==> config.mk <==
export PLATFORM = sky130hd
export DESIGN_NAME = entropy_collector_flat
export DESIGN_NICKNAME = d
export VERILOG_FILES = /design/src/rtl/entropy_collector_if.sv /design/src/rtl/entropy_collector.sv /design/src/flat_wrapper.sv
export SDC_FILE = /design/constraint.sdc
export NUM_CORES = 1
export LEC_CHECK = 0
export CAP_MARGIN = 20
export CORE_MARGIN = 2
export CORE_UTILIZATION = 40
export CTS_CLUSTER_DIAMETER = 200
export DETAILED_ROUTE_END_ITERATION = 12
export PLACE_DENSITY = 0.64
export SYNTH_ARGS = -nofsm -noshare
export SYNTH_HDL_FRONTEND = slang
export SYNTH_SLANG_ARGS = --single-unit
export TNS_END_PERCENT = 20
==> constraint.sdc <==
create_clock -name clk_i -period 3 [get_ports clk_i]
set_clock_uncertainty 0.05 [all_clocks]
set_input_delay 0.6 -clock clk_i [delete_from_list [all_inputs] [get_ports clk_i]]
set_output_delay 0.6 -clock clk_i [all_outputs]
set_load 0.005 [all_outputs]
==> src/rtl/entropy_collector_if.sv <==
// Downstream word stream of the entropy collector: collected word plus valid/ready handshake.
interface entropy_collector_if #(
  parameter int unsigned WordW = 32
) ();

  logic [WordW-1:0] data_out;
  logic             data_vld;
  logic             data_rdy;

  // Collector side drives the word and valid; the consumer returns ready.
  modport master (
    output data_out,
    output data_vld,
    input  data_rdy
  );

  modport slave (
    input  data_out,
    input  data_vld,
    output data_rdy
  );

endinterface

==> src/rtl/entropy_collector.sv <==
// Raw ROSC bit stream -> repetition-count health test -> von Neumann corrector
// -> WordW-bit packer with a one-word pending buffer behind the output register.
module entropy_collector #(
  parameter int unsigned WordW    = 32,
  parameter int unsigned RepLimit = 16,
  parameter int unsigned CntW     = 6
) (
  input  logic                clk_i,
  input  logic                rst_ni,
  input  logic                enb_i,
  input  logic                bit_in_i,
  input  logic                bit_vld_i,
  input  logic                bypass_i,
  input  logic                clr_i,
  entropy_collector_if.master out_if,
  output logic                health_fail_o,
  output logic                overflow_o
);

  localparam logic [CntW-1:0] CntFull = CntW'(WordW);
  localparam logic [CntW-1:0] CntLast = CntW'(WordW - 1);
  localparam logic [CntW-1:0] RunLim  = CntW'(RepLimit);
  localparam logic [CntW-1:0] RunOne  = CntW'(1);

  logic [WordW-1:0] shreg_q, shreg_d;
  logic [WordW-1:0] data_q, data_d;
  logic [CntW-1:0]  cnt_q, cnt_d;
  logic [CntW-1:0]  run_q, run_d;
  logic             half_q, half_d;
  logic             last_q, last_d;
  logic             vld_q, vld_d;
  logic             hfail_q, hfail_d;
  logic             ovf_q, ovf_d;

  logic             sample;
  logic             xfer;
  logic             pending;
  logic             emit;
  logic             emit_bit;

  assign out_if.data_out = data_q;
  assign out_if.data_vld = vld_q;
  assign health_fail_o   = hfail_q;
  assign overflow_o      = ovf_q;

  // Next state for health test, corrector and packer.
  always_comb begin
    sample   = enb_i & bit_vld_i;
    xfer     = vld_q & out_if.data_rdy;
    pending  = (cnt_q == CntFull);
    run_d    = run_q;
    last_d   = last_q;
    hfail_d  = hfail_q;
    half_d   = half_q;
    emit     = 1'b0;
    emit_bit = bit_in_i;
    shreg_d  = shreg_q;
    cnt_d    = cnt_q;
    data_d   = data_q;
    vld_d    = vld_q;
    ovf_d    = ovf_q;

    // Repetition count on raw samples; run_q == 0 marks the first sample after reset/clr.
    if (sample) begin
      last_d = bit_in_i;
      if ((run_q == '0) || (bit_in_i != last_q)) begin
        run_d = RunOne;
      end else if (run_q != '1) begin
        run_d = run_q + RunOne;
      end
      if (run_d >= RunLim) begin
        hfail_d = 1'b1;
      end
    end

    // Corrector. While half_q is set the previous raw sample was the pair's first bit,
    // so last_q doubles as the stored first bit.
    if (!enb_i) begin
      half_d = 1'b0;
    end else if (bit_vld_i) begin
      if (bypass_i) begin
        half_d = 1'b0;
        emit   = 1'b1;
      end else if (!half_q) begin
        half_d = 1'b1;
      end else begin
        half_d   = 1'b0;
        emit     = (last_q != bit_in_i);
        emit_bit = last_q;
      end
    end

    if (hfail_q) begin
      // Failed source: emit nothing and throw away everything buffered.
      half_d = 1'b0;
      cnt_d  = '0;
      vld_d  = 1'b0;
    end else begin
      if (xfer) begin
        vld_d = 1'b0;
      end
      // Pending word follows the accepted one with no bubble.
      if (pending && (!vld_q || xfer)) begin
        data_d = shreg_q;
        vld_d  = 1'b1;
        cnt_d  = '0;
      end
      if (emit) begin
        if (pending) begin
          ovf_d = 1'b1;
        end else begin
          shreg_d = {shreg_q[WordW-2:0], emit_bit};
          if (cnt_q == CntLast) begin
            if (!vld_q || xfer) begin
              data_d = shreg_d;
              vld_d  = 1'b1;
              cnt_d  = '0;
            end else begin
              cnt_d = CntFull;
            end
          end else begin
            cnt_d = cnt_q + RunOne;
          end
        end
      end
    end
  end

  // State registers; clr clears everything except the last presented word.
  always_ff @(posedge clk_i or negedge rst_ni) begin
    if (!rst_ni) begin
      shreg_q <= '0;
      data_q  <= '0;
      cnt_q   <= '0;
      run_q   <= '0;
      half_q  <= 1'b0;
      last_q  <= 1'b0;
      vld_q   <= 1'b0;
      hfail_q <= 1'b0;
      ovf_q   <= 1'b0;
    end else if (clr_i) begin
      shreg_q <= '0;
      cnt_q   <= '0;
      run_q   <= '0;
      half_q  <= 1'b0;
      last_q  <= 1'b0;
      vld_q   <= 1'b0;
      hfail_q <= 1'b0;
      ovf_q   <= 1'b0;
    end else begin
      shreg_q <= shreg_d;
      data_q  <= data_d;
      cnt_q   <= cnt_d;
      run_q   <= run_d;
      half_q  <= half_d;
      last_q  <= last_d;
      vld_q   <= vld_d;
      hfail_q <= hfail_d;
      ovf_q   <= ovf_d;
    end
  end

endmodule

==> src/flat_wrapper.sv <==
// flat-port wrapper written by rule: the top's interface ports become plain ports
module entropy_collector_flat 
#(
  parameter int unsigned WordW    = 32,
  parameter int unsigned RepLimit = 16,
  parameter int unsigned CntW     = 6
)
  (clk_i, rst_ni, enb_i, bit_in_i, bit_vld_i, bypass_i, clr_i, health_fail_o, overflow_o, out_if_data_out, out_if_data_vld, out_if_data_rdy);
  entropy_collector_if #(.WordW(WordW)) out_if_i ();
  input  logic clk_i;
  input  logic rst_ni;
  input  logic enb_i;
  input  logic bit_in_i;
  input  logic bit_vld_i;
  input  logic bypass_i;
  input  logic clr_i;
  output logic health_fail_o;
  output logic overflow_o;
  output wire logic [$bits(out_if_i.data_out)-1:0] out_if_data_out;
  output wire logic [$bits(out_if_i.data_vld)-1:0] out_if_data_vld;
  input wire logic [$bits(out_if_i.data_rdy)-1:0] out_if_data_rdy;
  assign out_if_data_out = out_if_i.data_out;
  assign out_if_data_vld = out_if_i.data_vld;
  assign out_if_i.data_rdy = out_if_data_rdy;
  entropy_collector #(.WordW(WordW), .RepLimit(RepLimit), .CntW(CntW)) u_core (.clk_i(clk_i), .rst_ni(rst_ni), .enb_i(enb_i), .bit_in_i(bit_in_i), .bit_vld_i(bit_vld_i), .bypass_i(bypass_i), .clr_i(clr_i), .out_if(out_if_i), .health_fail_o(health_fail_o), .overflow_o(overflow_o));
endmodule
==> run summary <==
Status -> finished clean
Clock Sinks -> 81
CTS resizes -> 0
Hold-fix buffers, CTS -> 0
RSZ-0062 raised after global routing -> false
Nets -> 352
P_leak -> 1.80 nW
CP endpoint kind -> flop
Logic pwr share -> 7.9%
N_diodes -> 0
Internal power -> 1.61 mW
Vias/cell -> 5.67
Slew at the pin closest to its max-slew limit -> 852 ps
Fmax -> 433 MHz
RePlAce Congestion -> 0.812
Vias in the first global route -> 2548
Number of DRC markers in iteration 0 -> 156
Routed WL -> 7610 µm
Number of synthesized register bits -> 81
Final setup fails -> 0
Critical Path AT -> 2540 ps
FF/Latch Area -> 2030 µm²
DRC -> 0
Fillers -> 807
Slew Limit Headroom -> 43.2%
Synthesized area -> 3730 µm²
Avg Cell Area, Syn -> 12.4 µm²
Pin count of the biggest net entering global routing -> 82
Synth cell count leaders -> dfrtp_1, nand2b_1, a22o_1, o221a_2, a21oi_1
Startpoint types -> primary input
PwrDens -> 481 nW/µm²
FFs w/ async S/R, synth -> 100%
Initial antenna violation count -> 0
IO Port Bufs -> 42
H-tree depth -> 3
Setup_tns -> 0 ps
Worst path required time -> 3230 ps
Initial Utilization -> 40.8%
Yosys top cell area share -> 54.3%
DIE AREA -> 10100 µm²
CTS tree -> done
Min-delay worst type -> in2async
Share of layout cells above drive strength 1 -> 19.7%
Switching power -> 528 µW
Post-synth cell types -> 46
Post-route setup slack -> 691 ps
Switching share of total power -> 24.7%
Drt pass-1 iters -> 4
Synth Flop Type -> dfrtp_1
Fin. max-slew vios -> 0
Sequential area share after synthesis -> 54.3%
Sequential share of power -> 53.1%
Total Routing Usage GR -> 16.1%
CTS Buffer Depth -> 2
Clock latency on the worst-skew pair -> 350 ps
Footprint of the multi-input gates -> 1540 µm²
Clk slew on worst S/H paths -> 100 ps
ANT nets after route -> 0
Final hold violation count -> 0
Fin crit share -> 77.0%
Maximum fanout along the worst path -> 32
Vias -> 2587
Crit path time final -> 2310 ps
Clk root buf -> clkbuf_8
Ys Warns -> 0
Largest area contributor in the netlist -> dfrtp_1
First-pass GRT wire length -> 13000 µm
Clock power share -> 39.0%
Die height -> 101 µm
Mapped Nets -> 314
DP HPWL -> 4720 µm
Cell Rows -> 35
Routed len/inst -> 16.7 µm
Setup Fix Bufs, Post-CTS -> 0
DP Worst Slack -> 324 ps
Max Cap Viol -> 0
Die width -> 101 µm
Post-synth EDFFs -> 0
Area grow syn2layout -> 18.8%
VDD IR max -> 0.198 mV
Ports -> 43
Core Area -> 9150 µm²
Most common cell in the netlist -> dfrtp_1
Critical path type -> in2reg
Gate Count Post-Synth -> 302
Synth area leaders -> dfrtp_1, o221a_2, a22o_1, nand2b_1, buf_6
CTS Buf Count -> 9
Aggregate global routing overflow -> 0
## placed cells by master, fill, tap and decap left out, types with 2 or more instances in the layout
| cell type | n |
|---|---|
| ha_1 | 4 |
| o31ai_1 | 2 |
| clkbuf_8 | 9 |
| nand3_1 | 8 |
| nor4_1 | 2 |
| inv_1 | 7 |
| buf_4 | 5 |
| clkinvlp_4 | 2 |
| a41oi_1 | 2 |
| nor3_1 | 4 |
| inv_6 | 3 |
| clkdlybuf4s50_1 | 41 |
| a211oi_1 | 3 |
| a31oi_1 | 3 |
| nand2_1 | 8 |
| a32o_1 | 2 |
| mux2i_1 | 2 |
| nor2_1 | 10 |
| o21ai_0 | 5 |
| a21oi_1 | 11 |
| o21a_1 | 2 |
| nand2b_1 | 34 |
| nand4_1 | 3 |
| nand3b_1 | 3 |
| dfrtp_1 | 81 |
| o221a_2 | 32 |
| a22o_1 | 32 |
## layer usage
metal	vias up	part of all wire [%]	global-route usage, %
met3	2	3.1	3.88
met1	1305	48	21.9
li1	1227	-	-
met4	0	0.38	4.74
met5	-	0	0
met2	53	49	25.5
## path summary, 6_finish.rpt
kind | slack, ps | end | cells after the start | startpoint
worst max-delay path | 690 | u_core.shreg_q[27] | 5 | bit_in_i
worst min-delay path | 110 | u_core.out_if.data_out[21] | 1 | rst_ni
worst max register to register | 800 | u_core.shreg_q[27] | 4 | u_core.cnt_q[2]
worst min register to register | 450 | u_core.shreg_q[31] | 1 | u_core.shreg_q[31]
max in group asynchronous | 2190 | u_core.cnt_q[1] | 2 | rst_ni
min in group clk_i | 450 | u_core.shreg_q[31] | 1 | u_core.shreg_q[31]
## critical path: stages
cell and delay [ps]:
clkdlybuf4s50_1 480, xnor2_2 320, o2bb2ai_4 170, a31oi_4 720, a22o_1 240
## logic make-up (layout without fill, tap and decap cells)
family | Yosys count | after routing | synth area share, %
muxes | 3 | 3 | 0.838
adders and majority gates | 4 | 4 | 1.34
AOI/OAI and AO/OA | 101 | 101 | 25.2
DFF | 81 | 81 | 54.3
and+or+nand+nor | 84 | 84 | 13.3
xor gates and xnor gates | 1 | 1 | 0.436
buffers and inverters | 28 | 71 | 4.56
## power by group through the flow
| stage | clock (mW) | sequential (mW) | combinational, mW |
|---|---|---|---|
| after detailed placement | 0 | 1.16 | 0.168 |
| after CTS | 0.867 | 1.14 | 0.167 |
| after global placement | 0 | 1.16 | 0.165 |
| after floorplan | 0 | 1.16 | 0.0784 |
| final | 0.833 | 1.13 | 0.169 |
| after global routing | 0.909 | 1.14 | 0.185 |
## registers in the layout, indices dropped and copies added (netlist names)
signal,cells
u_core.cnt_q,6
u_core.half_q,1
u_core.health_fail_o,1
u_core.last_q,1
u_core.out_if.data_out,32
u_core.out_if.data_vld,1
u_core.overflow_o,1
u_core.run_q,6
u_core.shreg_q,32
## cell type report
class / instances / area share, %
inverters: 7 / 0.592
clock buffers: 9 / 2.79
flip-flops and latches: 81 / 45.7
well taps: 111 / 3.13
multi-input cells: 193 / 34.8
clock inverters: 7 / 1.86
repair buffers: 48 / 11.2
## per-stage QoR
stage               util [%]  hold slack (ps)  total power [mW]  cells  instance area, µm²
floorplan                  -              254              1.23    302                3730
global placement        45.9              424              1.32    439                4200
detailed placement      45.9              430              1.32    439                4200
CTS                     48.2              387              2.17    455                4410
global route            48.5              117              2.23    456                4440
finish                  48.5              110              2.14    456                4440
Power figures use the tool's default switching activity.
